## src/rtl/serial_tx_pkg.sv

```systemverilog
`default_nettype none
// ============================================================================
// Module      : serial_tx_pkg
// Description : Shared state encoding and default parameter values for the
//               serial pattern transmitter and its shift register.
// Revision    : 1.0 - initial release
// ============================================================================
package serial_tx_pkg;

    // Transmitter control states
    typedef enum logic [1:0] {
        TX_IDLE = 2'd0,
        TX_SEND = 2'd1,
        TX_GAP  = 2'd2
    } tx_state_t;

    // Default configuration
    localparam int DEF_WIDTH      = 8;
    localparam int DEF_CNT_W      = 4;
    localparam int DEF_GAP_CYCLES = 2;

endpackage : serial_tx_pkg
`default_nettype wire

```

## src/rtl/piso_shift_reg.sv

```systemverilog
`default_nettype none
// ============================================================================
// Module      : piso_shift_reg
// Description : Parallel-in serial-out shift register. Shifts left, so the
//               MSB is presented first.
// Ports       : clk         - rising-edge clock
//               reset       - synchronous active-low reset (clears register)
//               i_load      - load i_load_data (has priority over shifting)
//               i_shift_en  - shift left by one, zero filled
//               i_load_data - parallel word
//               o_msb       - current MSB of the register
// Revision    : 1.0 - initial release
// ============================================================================
module piso_shift_reg
    import serial_tx_pkg::*;
#(
    parameter int WIDTH = DEF_WIDTH
) (
    input  logic             clk,
    input  logic             reset,
    input  logic             i_load,
    input  logic             i_shift_en,
    input  logic [WIDTH-1:0] i_load_data,
    output logic             o_msb
);

    logic [WIDTH-1:0] shift_q;
    logic [WIDTH-1:0] shift_d;

    always_comb begin
        shift_d = shift_q;
        if (i_load) begin
            shift_d = i_load_data;
        end else if (i_shift_en) begin
            shift_d = {shift_q[WIDTH-2:0], 1'b0};
        end
    end

    always_ff @(posedge clk) begin
        if (!reset) begin
            shift_q <= '0;
        end else begin
            shift_q <= shift_d;
        end
    end

    assign o_msb = shift_q[WIDTH-1];

endmodule : piso_shift_reg
`default_nettype wire

```

## src/rtl/serial_pattern_tx.sv

```systemverilog
`default_nettype none
// ============================================================================
// Module      : serial_pattern_tx
// Description : Serial pattern transmitter. Accepts a WIDTH-bit word via a
//               start/ready handshake and sends it MSB-first on X, repeated
//               repeat_n times (0 counts as 1) with GAP_CYCLES idle cycles
//               between repetitions, then pulses done for one cycle.
// Ports       : clk       - rising-edge clock
//               reset     - synchronous active-low reset
//               data      - pattern word, captured on accepted start
//               repeat_n  - repetition count, captured on accepted start
//               start     - transfer request, accepted while ready=1
//               ready     - idle, start will be accepted
//               X         - serial data bit
//               bit_valid - X carries a pattern bit
//               busy      - sending or in an inter-repetition gap
//               done      - one-cycle pulse after the final bit
// Revision    : 1.0 - initial release
// ============================================================================
module serial_pattern_tx
    import serial_tx_pkg::*;
#(
    parameter int WIDTH      = DEF_WIDTH,
    parameter int CNT_W      = DEF_CNT_W,
    parameter int GAP_CYCLES = DEF_GAP_CYCLES
) (
    input  logic             clk,
    input  logic             reset,
    input  logic [WIDTH-1:0] data,
    input  logic [CNT_W-1:0] repeat_n,
    input  logic             start,
    output logic             ready,
    output logic             X,
    output logic             bit_valid,
    output logic             busy,
    output logic             done
);

    localparam int BIT_W = $clog2(WIDTH) + 1;
    // A zero-cycle gap still needs a legal (unused) counter width.
    localparam int GAP_W = (GAP_CYCLES > 0) ? $clog2(GAP_CYCLES + 1) : 1;

    localparam logic [BIT_W-1:0] BIT_LAST = BIT_W'(WIDTH - 1);
    localparam logic [GAP_W-1:0] GAP_LAST = GAP_W'((GAP_CYCLES > 0) ? GAP_CYCLES - 1 : 0);

    tx_state_t        state_q,    state_d;
    logic [WIDTH-1:0] hold_q,     hold_d;
    logic [CNT_W-1:0] rep_left_q, rep_left_d;
    logic [BIT_W-1:0] bit_cnt_q,  bit_cnt_d;
    logic [GAP_W-1:0] gap_cnt_q,  gap_cnt_d;
    logic             done_q,     done_d;

    logic             sr_load;
    logic             sr_shift;
    logic [WIDTH-1:0] sr_load_data;
    logic             sr_msb;

    piso_shift_reg #(
        .WIDTH (WIDTH)
    ) u_piso (
        .clk         (clk),
        .reset       (reset),
        .i_load      (sr_load),
        .i_shift_en  (sr_shift),
        .i_load_data (sr_load_data),
        .o_msb       (sr_msb)
    );

    always_comb begin
        state_d      = state_q;
        hold_d       = hold_q;
        rep_left_d   = rep_left_q;
        bit_cnt_d    = bit_cnt_q;
        gap_cnt_d    = gap_cnt_q;
        done_d       = 1'b0;
        sr_load      = 1'b0;
        sr_shift     = 1'b0;
        sr_load_data = hold_q;

        case (state_q)
            TX_IDLE: begin
                // Also reached in the done cycle, so back-to-back starts work.
                if (start) begin
                    hold_d       = data;
                    sr_load_data = data;
                    sr_load      = 1'b1;
                    rep_left_d   = (repeat_n == '0) ? CNT_W'(1) : repeat_n;
                    bit_cnt_d    = '0;
                    state_d      = TX_SEND;
                end
            end

            TX_SEND: begin
                sr_shift  = 1'b1;
                bit_cnt_d = bit_cnt_q + BIT_W'(1);
                if (bit_cnt_q == BIT_LAST) begin
                    rep_left_d = rep_left_q - CNT_W'(1);
                    bit_cnt_d  = '0;
                    if (rep_left_q == CNT_W'(1)) begin
                        state_d = TX_IDLE;
                        done_d  = 1'b1;
                    end else if (GAP_CYCLES > 0) begin
                        state_d   = TX_GAP;
                        gap_cnt_d = '0;
                    end else begin
                        // No gap: next repetition's MSB follows immediately.
                        sr_load = 1'b1;
                    end
                end
            end

            TX_GAP: begin
                if (gap_cnt_q == GAP_LAST) begin
                    sr_load   = 1'b1;
                    bit_cnt_d = '0;
                    state_d   = TX_SEND;
                end else begin
                    gap_cnt_d = gap_cnt_q + GAP_W'(1);
                end
            end

            default: begin
                state_d = TX_IDLE;
            end
        endcase
    end

    always_ff @(posedge clk) begin
        if (!reset) begin
            state_q    <= TX_IDLE;
            hold_q     <= '0;
            rep_left_q <= '0;
            bit_cnt_q  <= '0;
            gap_cnt_q  <= '0;
            done_q     <= 1'b0;
        end else begin
            state_q    <= state_d;
            hold_q     <= hold_d;
            rep_left_q <= rep_left_d;
            bit_cnt_q  <= bit_cnt_d;
            gap_cnt_q  <= gap_cnt_d;
            done_q     <= done_d;
        end
    end

    // Outputs depend only on registered state; the shift register MSB is
    // gated so X is held low outside of pattern bits.
    assign ready     = (state_q == TX_IDLE);
    assign busy      = (state_q == TX_SEND) || (state_q == TX_GAP);
    assign bit_valid = (state_q == TX_SEND);
    assign X         = (state_q == TX_SEND) && sr_msb;
    assign done      = done_q;

endmodule : serial_pattern_tx
`default_nettype wire

```

## config.mk

```make
export PLATFORM = sky130hd
export DESIGN_NAME = serial_pattern_tx
export DESIGN_NICKNAME = d
export VERILOG_FILES = /design/src/rtl/serial_tx_pkg.sv /design/src/rtl/piso_shift_reg.sv /design/src/rtl/serial_pattern_tx.sv
export SDC_FILE = /design/constraint.sdc
export NUM_CORES = 1
export LEC_CHECK = 0
export ABC_CLOCK_PERIOD_IN_PS = 2400
export CAP_MARGIN = 20
export CORE_ASPECT_RATIO = 0.8
export CORE_MARGIN = 1.5
export CORE_UTILIZATION = 45
export DETAILED_ROUTE_END_ITERATION = 8
export PLACE_DENSITY_LB_ADDON = 0.05
export SLEW_MARGIN = 10
export SYNTH_ARGS = -nofsm -noshare
export SYNTH_HDL_FRONTEND = slang
export SYNTH_HIERARCHICAL = 1
export SYNTH_SLANG_ARGS = --single-unit
```

## constraint.sdc

```tcl
create_clock -name clk -period 2.4 [get_ports clk]
set_clock_uncertainty 0.2 [all_clocks]
set_input_delay 0.36 -clock clk [delete_from_list [all_inputs] [get_ports clk]]
set_output_delay 0.36 -clock clk [all_outputs]
set_load 0.005 [all_outputs]
```

* After elaboration in Yosys (flattened, before gate mapping)
Cells that the tools add are included.
** Word-level totals
- Register bits after elaboration :: 29
- Word-level logic and storage cells :: 59
- Input port bits :: 15
- Output and inout port bits :: 5
** Cells by class
- Multiplexer cells :: 26
- Equal/unequal tests :: 10
- $add $sub $neg :: 3
- Reductions and logical operators :: 13
** Operators with widths (count)
- $mux 8 :: 4
- $mux 4 :: 6
- $mux 2 :: 7
- $pmux 4 s3 :: 1
- $reduce_and 3->1 :: 4
- $ne 2x2->1 const B :: 4
- $pmux 4 s2 :: 1
- $pmux 2 s3 :: 1
- $reduce_bool 2->1 :: 3
- $add 4x1->4 const B :: 1
- $eq 2x1->1 const B :: 2
- $eq 4x1->1 const B :: 1
- $eq 4x3->1 const B :: 1
- $logic_not 4->1 :: 1
- $mux 1 :: 4
- $pmux 2 s2 :: 1
- $reduce_and 4->1 :: 1
- $sub 4x1->4 const B :: 1
- $reduce_bool 3->1 :: 1
- $add 2x1->2 const B :: 1
- $eq 2x2->1 const B :: 1
- $logic_not 2->1 :: 1
- $ne 2x1->1 const B :: 1
- $pmux 1 s2 :: 1
- 2 further kinds :: 2

* Depth between registers and ports, before layout
Gate-level depths: netlist of run 1.
- Depth in word-level cells :: 4
- Gate-level depth with buffers :: 8
- Depth with buffers taken out :: 6

* Cells and area by module
The synthesis of run 1 kept the hierarchy.
** Modules (own cells, without submodules)
- serial_pattern_tx :: cells each 129, times used 1, area each 1137.3 µm², sequential area each 420.4 µm²
- piso_shift_reg :: cells each 35, times used 1, area each 419.2 µm², sequential area each 160.2 µm²

* Least setup slack after synthesis of run 1
No wires, ideal clock.
- Path kind :: flip-flop to flip-flop
- Start point :: reg state_q[0]
- End point :: reg bit_cnt_q[3]
- Path slack :: 0.205 ns
- Arrival :: 1.921 ns
- Setup time :: 0.074 ns
- Stages on the path, launching flop included :: 8
- Data required time :: 2.126 ns
- Period minus slack after synthesis :: 2.195 ns
- Buffers on the path :: 1
- Path through :: dfxtp_1 > inv_1 > ha_1 > nor2b_4 > or3_1 > clkbuf_2 > or4_1 > a31oi_1
** Between the ends
- Word-level cells in the longest chain between the ends :: 3
- Elaborated cells on any way between the ends :: 8
- Those cells by class :: 4 x eq/ne; 1 x mux; 3 x reduce/logical
** RTL lines
- from (decl) :: RTL line serial_pattern_tx.sv:46 : tx_state_t state_q, state_d;
- from (signal assigned) :: RTL line serial_pattern_tx.sv:137 : state_q <= state_d;
- $logic_not 2->1 *
- via ready :: RTL line serial_pattern_tx.sv:32 : output logic ready,
- $ne 2x2->1 (no line) / $reduce_bool 3->1 (equally long branches)
- $reduce_and 3->1 (no line)
- to (signal assigned) :: RTL line serial_pattern_tx.sv:140 : bit_cnt_q <= bit_cnt_d;
- to (decl) :: RTL line serial_pattern_tx.sv:49 : logic [BIT_W-1:0] bit_cnt_q, bit_cnt_d;
The timed path passes the listed nets; every way through them passes the cells marked *.
A chain may end at the register's enable or synchronous reset.

* Worst setup path in the final report of run 1
- Start point :: reg state_q[0]
- End point :: reg bit_cnt_q[0]
** Between the ends
- Word-level cells in the longest chain between the ends :: 3
- Elaborated cells on any way between the ends :: 8
- Those cells by class :: 4 x eq/ne; 1 x mux; 3 x reduce/logical
** RTL lines
- $eq 2x2->1, or another cell as far along :: RTL line serial_pattern_tx.sv:80 : case (state_q)
- $ne 2x2->1 (no line) / $reduce_bool 3->1 (equally long branches)
- $reduce_and 3->1 (no line)
Parallel ways exist; a longest one is shown, timed or not.

==> run summary, run 1 <==
Hold-critical path endpoint: gap_cnt_q[1]$_SDFFE_PN0P_. The share of total power dissipated in combinational logic is 45.5%. The mean cell area of the mapped netlist was 9.49 um^2.

For the max-slew violation count, the log shows 0. The final layout contains 213 nets. From bottom edge to top edge, the die measures 55.6 um. Adding up every negative setup slack in the final design gives 0 ns. At the placement stage, the worst setup path has a slack of 0.179 ns.

Once routing completed, OpenROAD measured the worst setup slack at 0.161 ns. In this run the most critical hold path is launched from gap_cnt_q[1]$_SDFFE_PN0P_. After detailed routing, the number of vias per cell comes to 5.32. The ratio of cells with drive above 1 in the final layout is 15.4%, and the final count of negative-setup-slack endpoints is 0.

For the number of sinks on the clock net, the log shows 29. The commonest cells after synthesis are dfxtp_1 (29), nand2_1 (17), ha_1 (10). In this run the core area contains 18 standard-cell rows.

The total nets after synthesis was 189; the share of the clock period used by the worst path was 93.3%. For this configuration, the core starts out at a cell density of 48.7%. The total congestion overflow after global routing was 0; the deepest clock path buffer count was 2. The share of synthesized flip-flops with an asynchronous set or reset is 0%, and the net switching power is 686 uW.

The endpoint identified for the worst register-to-register timing path is bit_cnt_q[0]$_SDFFE_PN0P_. The worst register-to-register path begins at state_q[0]$_SDFFE_PN0P_. The instance count along the most critical hold path works out to 2. After detailed routing, the total wire length is 3.18 mm.

The number of enable-type register cells in the synthesized netlist works out to 0. Largest net degree at the start of global routing: 16. The die is 68.8 um wide.

The worst-path cell with the longest stage delay is dfxtp_1. On the final layout, the worst hold slack is 0.267 ns. The worst-case IR drop observed on VDD is 0.000475 V.

The cell seen most often among critical-path stages is or3_1. The top cell family by delay on the critical path was simple AND/OR/NAND/NOR gates. The pre-antenna-repair detailed-routing pass consisted of 5 iterations. The logs give 20 for the number of ports placed on the die boundary and 0.16 ns for the worst-case register-to-register setup slack.

For the number of cells upsized or downsized after cts, the log shows 0. The number of endpoints with negative hold slack in the final report was 0; the number of fill cells in the layout was 279. Walking the worst path, the cells encountered are inv_1, ha_1, nor2b_4, or3_1, buf_4, or3_1, a21boi_0. Global routing used 18.3% of the available tracks. The clock-pin slew on the worst setup and hold paths is 0.06 ns, and the deepest level of the CTS H-tree is 2.

Among all flip-flop cells after synthesis, the most frequent one is dfxtp_1. For the data required time of the worst path, the log shows 2.40 ns. STA puts the critical path data arrival time at 2.24 ns.

The area share of the largest cell type after synthesis was 37.3%. The worst setup path is of the flip-flop to flip-flop kind. Sorting the synthesized cells by area gives the leading types as dfxtp_1 (37%), ha_1 (8.0%), mux2_4 (6.8%). The number of global-route vias before repair was 1129. The number of cells on the worst reg-to-reg path is 7. The layer with the highest usage after global routing is met1. The logs give 0 for the max-capacitance violation count and 5.67% for the global routing met3 resource utilization.

The number of antenna diodes in the final layout is 0. By instance count, the leading cell after synthesis is dfxtp_1. In the synthesized netlist, the number of instances is 164.

The first global-routing pass estimated 5.17 mm of wire. For met2 alone, demand over resource in global routing was 25.4%. The tools report the number of remaining DRC errors as 0. The port buffer count is 19. Nature of the critical path startpoint: a flip-flop. The met1 track demand over resource in global routing was 25.9%; the cell area after technology mapping was 0.00156 mm^2.

At the end of routability-driven placement, the weighted congestion stood at 0.977. Compared with the post-synthesis result, the final layout area differs by 21.5%. The tree is rooted in a clkbuf_8.

Setup repair after global routing left no endpoint under its margin. The sequential share of power was 34.1%. dfxtp_1 takes more of the synthesized area than any other cell. After clock tree synthesis, the setup repair step added 0 buffers.

Summing the sequential cell areas from Yosys gives 37.3% of the chip area. The total buffers and inverters traversed by the critical path is 2, and the maximum clock frequency is 447 MHz. The power density over the cells came out at 1040 mW/mm^2. The flow ran to the end, and the final reports show no timing, DRC or antenna violations. The headroom to the max-slew limit was 61.7%; the delay of the slowest cell on the worst path was 0.41 ns. Clock latency on the worst-skew pair, taken at its later pin, is 0.27 ns. The clock network is responsible for 20.5% of the overall power.

The final critical delay including setup and external delays was 2.24 ns. STA classifies the critical path endpoint as a flip-flop. The number of storage elements in the synthesis netlist was 29; the internal power of the cells was 1.29 mW.

In this run the static leakage power is 0.844 nW. Type of the worst min-delay path: flip-flop to flip-flop. At the pin with the least slew margin, the transition time is 0.570 ns.

The netlist uses 38 different library cells. The number of antenna violations at the first check in global routing is 0, and the CTS buffer count is 5. Routed wirelength normalized by instance count: 14.0 um. Net switching is 34.8% of the power. The Yosys step of the flow raised 6 warnings. Summing over every cut layer, the via total after detailed routing is 1213.

The run gives 0.00382 mm^2 as the die outline area. The tools report the post-detailed-route count of antenna-violating nets as 0. TritonCTS built the clock tree.

In this run the worst path has a maximum fanout of 6. In this run, post-CTS hold repair placed 0 buffers. The core region is 0.00320 mm^2. The violation count after the first detailed-routing iteration was 61. Detailed placement ended at an HPWL of 2.35 mm.
==> how the worst max path moves through the flow <==
stage / startpoint / end / slack (ns) / depth (start not counted)
after CTS: state_q[1]$_SDFFE_PN0P_ / X / 0.06 / 4
after detailed placement: start / bit_cnt_q[2]$_SDFFE_PN0P_ / 0.18 / 6
after floorplan: state_q[0]$_SDFFE_PN0P_ / bit_cnt_q[3]$_SDFFE_PN0P_ / 0.20 / 7
after global routing: state_q[1]$_SDFFE_PN0P_ / bit_cnt_q[3]$_SDFFE_PN0P_ / 0.04 / 6
final: state_q[0]$_SDFFE_PN0P_ / bit_cnt_q[0]$_SDFFE_PN0P_ / 0.16 / 7
after global placement: start / bit_cnt_q[3]$_SDFFE_PN0P_ / 0.20 / 5
==> kinds of logic after synthesis <==
logic type                 Yosys count  share of synthesized area [%]
adders and majority gates           10                           8.04
and+or+nand+nor                     65                           22.5
DFF                                 29                           37.3
muxes                               19                           15.1
AOI/OAI and AO/OA                   26                           12.8
buffers and inverters               15                           4.26
==> flip-flops by register name (all words and copies together), names as in the netlist <==
signal,count
gap_cnt_q,2
bit_cnt_q,4
u_piso/shift_q,8
done,1
state_q,2
rep_left_q,4
hold_q,8
==> cells in the final DEF (no fill, tap or decap), drive strengths merged, types with 4 or more instances in the layout <==
| cell | n |
|---|---|
| dfxtp | 29 |
| clkdlybuf4s50 | 19 |
| nand2 | 17 |
| mux2 | 15 |
| ha | 10 |
| and2 | 9 |
| nor2 | 9 |
| nand2b | 8 |
| inv | 7 |
| o211a | 7 |
| clkbuf | 7 |
| buf | 6 |
| nand3 | 5 |
| mux2i | 4 |
| a21oi | 4 |
| or3 | 4 |
==> metal layers <==
metal,part of all wire [%],up-vias
li1,-,619
met1,51,555
met2,42,37
met3,6.2,2
met4,0.63,0
met5,0,-
==> layout make-up <==
cell class	count	area [um^2]	share of cell area (%)
multi-input combinational	120	912	48.2
sequential	29	581	30.7
inverter	7	26.3	1.39
timing repair buffer	25	235	12.4
clock buffer	7	86.3	4.57
tap	40	50.0	2.65
==> stage by stage <==
| step | cell area, um^2 | cells | util [%] | power [mW] |
|---|---|---|---|---|
| global route | 1890 | 228 | 59.1 | 2.12 |
| finish | 1890 | 228 | 59.1 | 1.97 |
| floorplan | 1560 | 164 | - | 1.32 |
| CTS | 1890 | 228 | 59.0 | 1.98 |
| global placement | 1800 | 221 | 56.3 | 1.54 |
| detailed placement | 1800 | 221 | 56.3 | 1.57 |
==> worst min-delay path, cell delays in order, from the launching register on <==
cell and delay (ns):
dfxtp_1 0.31, nand2_1 0.05, mux2i_1 0.06
==> power by group through the flow <==
stage               clock network [mW]  logic [mW]  registers (mW)
detailed placement                   0       0.890           0.683
finish                           0.404       0.896           0.672
floorplan                            0       0.662           0.658
CTS                              0.417       0.895           0.672
global placement                     0       0.863           0.676
global route                     0.445       0.988           0.685
Note: power is estimated with default switching activity, not from simulation.
==> inputs of run 2 (changes only) <==
--- a/config.mk
+++ b/config.mk
@@ -5,6 +5,7 @@
 export SDC_FILE = /design/constraint.sdc
 export NUM_CORES = 1
 export LEC_CHECK = 0
+export ABC_AREA = 1
 export ABC_CLOCK_PERIOD_IN_PS = 2400
 export CAP_MARGIN = 20
 export CORE_ASPECT_RATIO = 0.8
@@ -15,5 +16,4 @@
 export SLEW_MARGIN = 10
 export SYNTH_ARGS = -nofsm -noshare
 export SYNTH_HDL_FRONTEND = slang
-export SYNTH_HIERARCHICAL = 1
 export SYNTH_SLANG_ARGS = --single-unit
==> run 2 against run 1 <==
Against the previous run:
- global-route usage up 0.45 points
- power up 5.9%
- sequential power up 7.0%
- worst hold slack better by 0.0057 ns
- largest power group unchanged
- highest routed layer unchanged
==> run summary, run 2 <==
The flow ran to the end, and the final reports show no timing, DRC or antenna violations. The slew at the pin closest to its max-slew limit is 0.499 ns (-0.0711 ns), and the largest net degree at the start of global routing is 17 (+1). The distinct cell type count of the synthesized netlist was 31 (-18%); the number of cells upsized or downsized after cts was 0 (unchanged). Ranked by total cell area, the synthesized netlist is headed by dfxtp_1 (38%), nand2_1 (9.7%), ha_1 (8.9%). The logs give 0.00184 mm^2 (-2.4%) for the post-route standard cell area excluding fillers and 1301 (+7.3%) for the via count of the routed design. The run gives 0 ns (unchanged) as the final-layout setup total negative slack. Number of cells on the worst reg-to-reg path: 8 (+1). For the CTS buffer count, the log shows 5 (unchanged). The port buffer count was 19 (unchanged); the number of remaining DRC errors was 0 (unchanged). The critical path goes through inv_1, ha_1, nand2_1, inv_1, clkdlybuf4s50_1. The cell area after technology mapping came out at 0.00154 mm^2 (-0.80%).

The area of the core is 0.00318 mm^2 (-0.70%), and the mean cell area of the mapped netlist is 7.64 um^2 (-19%). TritonCTS built the clock tree. The tools report the deepest level of the CTS H-tree as 2 (unchanged). The footprint of the multi-input gates came out at 830 um^2 (-9.1%).

The max-slew violation count came out at 0 (unchanged). The number of cells in the finished layout apart from fillers came out at 265 (+16%). The share of the clock period used by the worst path is 92.3% (-0.95 points). The cell seen most often among critical-path stages was inv_1.

The placer's final routability congestion estimate is 0.778 (-20%). The area share of the largest cell type after synthesis works out to 37.6% (+0.30 points). Nature of the critical path startpoint: a flip-flop.

The instance count along the most critical hold path is 2 (unchanged), and the signed area change from the synthesized netlist to the final layout is 19.4%. The overall power consumption is 2.09 mW (+5.9%), and the proportion of synthesized chip area in sequential cells is 37.6% (+0.30 points). The clock-pin slew on the worst setup and hold paths works out to 0.06 ns (about the same). The tools report the cell area after placement as 0.00176 mm^2 (-2.4%). The count of hold buffers inserted by post-cts repair is 0 (unchanged), and the HPWL reported at the end of detailed placement is 2.41 mm (+2.5%). Summed over all instances, the cell type with the most area after synthesis is dfxtp_1. The run gives 1.66 ns (-0.58 ns) as the data arrival time of the critical path. The standard-cell row count came out at 18 (unchanged).

The largest registers in the layout are hold_q: 8 flops, u_piso.shift_q: 8 flops. Type of the worst setup path: flip-flop to output port. Ranked by instance count, the synthesized netlist is headed by nand2_1 (40), dfxtp_1 (29), inv_1 (19). For this run, the leading register cell type out of synthesis is dfxtp_1. The internal power of the cells came out at 1.26 mW (-2.2%). The final design utilization was 58.1% (-1.0 points). Net switching power: 829 uW (+21%).

The routed wirelength normalized by instance count was 11.9 um (-15%); the count of placed standard cells including taps was 258 (+17%). The tools report the relative contribution of combinational cells to total power as 46.5% (+1.0 points). The path class of the tightest hold or removal check is flip-flop to flip-flop. The count of buffers added by post-CTS timing repair for setup came out at 0 (unchanged).

The logs give 313 (+12%) for the number of fill cells in the layout and 581 um^2 (unchanged) for the total area of sequential cells. Sequential share of power: 34.5% (+0.4 points). The tools report the post-detailed-route count of antenna-violating nets as 0 (unchanged). The total congestion overflow after global routing is 0 (unchanged). The run gives 202 (+23%) as the post-synthesis instance total. Setup repair after global routing left no endpoint under its margin.

Die outline height: 55.4 um (-0.39%). The number of storage elements in the synthesis netlist came out at 29 (unchanged). The final count of negative-setup-slack endpoints is 0 (unchanged). The die width works out to 68.5 um (-0.39%).

The maximum clock frequency came out at 451 MHz (+1.0%). For the first-pass iteration count of the detailed router, the log shows 4 (-1). The number of enable-type register cells in the synthesized netlist is 0 (unchanged), and the number of ports placed on the die boundary is 20 (unchanged). The delay of the slowest cell on the worst path was 0.49 ns (+0.08 ns).

Nature of the critical path endpoint: an output port. In the layout the commonest cells are nand2_1 (40), dfxtp_1 (29), inv_1 (19), clkdlybuf4s50_1 (19), nor2_1 (18). The antenna diode instance count was 0 (unchanged); the die outline area was 0.00379 mm^2 (-0.77%).

The insertion delay of the later-clocked pin in the worst-skew pair is 0.27 ns (about the same). The via-per-instance ratio works out to 4.91 (-7.7%). The slowest stage of the critical path belongs to the cell clkdlybuf4s50_1. The number of global-route vias before repair is 1195 (+5.8%). The share of synthesized flip-flops with an asynchronous set or reset was 0% (unchanged). The tools report the number of endpoints with negative hold slack in the final report as 0 (unchanged).

Total nets after synthesis: 228 (+21%). The highest net fanout along the worst path came out at 5 (-1). The final critical delay including setup and external delays is 2.22 ns (-0.0228 ns).

The number of sinks on the clock net is 29 (unchanged), and the headroom to the max-slew limit is 66.7% (+5.0 points). The max-capacitance violation count is 0 (unchanged). The proportion of total power due to net switching is 39.7% (+5.0 points), and the number of antenna violations at the first check in global routing is 0 (unchanged).

The count of nets after finishing is 251 (+18%). The tools report the power share of the clock group as 19.1% (-1.4 points). The total routing resource utilization after global routing is 18.7% (+0.45 points).

The deepest clock path buffer count was 2 (unchanged). The data required time of the worst path came out at 1.84 ns (-0.56 ns). The library cell used most frequently in the layout, excluding fill and tap cells, is nand2_1. The tree is rooted in a clkbuf_8.

The run gives 3.16 mm (-0.69%) as the sum of routed wire length over all layers. For the peak supply drop, the log shows 0.000593 V (+25%). Yosys instantiated no cell more often than nand2_1. Violation count after the first detailed-routing iteration: 85 (+39%).

The ratio of cells with drive above 1 in the final layout works out to 12.0% (-3.4 points). For the global-route wire length before repair, the log shows 5.38 mm (+4.0%). The starting density of the core was 48.6% (-0.049 points). The number of warnings reported in the yosys synthesis log came out at 0 (-6). The total leakage power was 0.810 nW (-4.0%); the power density over the cells was 1130 mW/mm^2 (+8.5%).
-- run 2: through the flow --
stage               setup WS [ns]  hold WS [ns]
floorplan                   0.753         0.252
global placement            0.473         0.260
detailed placement          0.439         0.268
CTS                         0.173         0.275
global route               0.0798         0.319
finish                      0.184         0.273
-- run 2: metal layers --
metal	part of all wire (%)	wire length, um	global-route usage [%]
met2	43	1360	26.0
met3	4.7	148	5.30
met5	0	0	0
met4	1.0	33	5.14
met1	51	1620	27.9
-- run 2: final timing paths --
check / start / end / slack, ns
max: state_q[1]$_SDFFE_PN0P_ / X / 0.18
min reg2reg: hold_q[7]$_SDFF_PN0_ / hold_q[7]$_SDFF_PN0_ / 0.27
max reg2reg: state_q[0]$_SDFFE_PN0P_ / u_piso.shift_q[7]$_SDFFE_PN0P_ / 0.45
min: hold_q[7]$_SDFF_PN0_ / hold_q[7]$_SDFF_PN0_ / 0.27
-- run 2: cells by family (layout without fill, tap and decap cells) --
| logic type | count (synthesis) | after routing | share of synthesized area, % |
|---|---|---|---|
| flip-flops | 29 | 29 | 37.6 |
| buffers and inverters | 29 | 52 | 8.67 |
| multiplexers | 6 | 6 | 3.89 |
| AO/OA/AOI/OAI | 35 | 35 | 12.1 |
| XOR/XNOR | 1 | 1 | 0.567 |
| adder cells (fa/ha/maj) | 11 | 11 | 8.91 |
| AND/OR/NAND/NOR | 91 | 91 | 28.3 |
-- run 2: final cells by class --
class	instances	share of cell area (%)
flip-flops and latches	29	31.5
repair buffers	21	11.1
well taps	40	2.71
inverters	24	5.02
multi-input cells	144	45.0
clock buffers	7	4.68
-- run 2: critical path: cells and delay by family (launching register included) --
| kind | cells | cell delay (ns) |
|---|---|---|
| buf+inv | 3 | 0.69 |
| flops | 1 | 0.35 |
| fa+ha+maj | 1 | 0.26 |
| simple gates | 1 | 0.08 |
-- run 2: power groups by stage --
stage | Sequential (mW) | Clock (mW) | Combinational, mW
4_1_cts | 0.722 | 0.408 | 0.972
5_1_grt | 0.740 | 0.430 | 1.10
3_5_place_dp | 0.732 | 0 | 0.967
6_report | 0.719 | 0.399 | 0.970
2_1_floorplan | 0.710 | 0 | 0.758
3_3_place_gp | 0.726 | 0 | 0.945
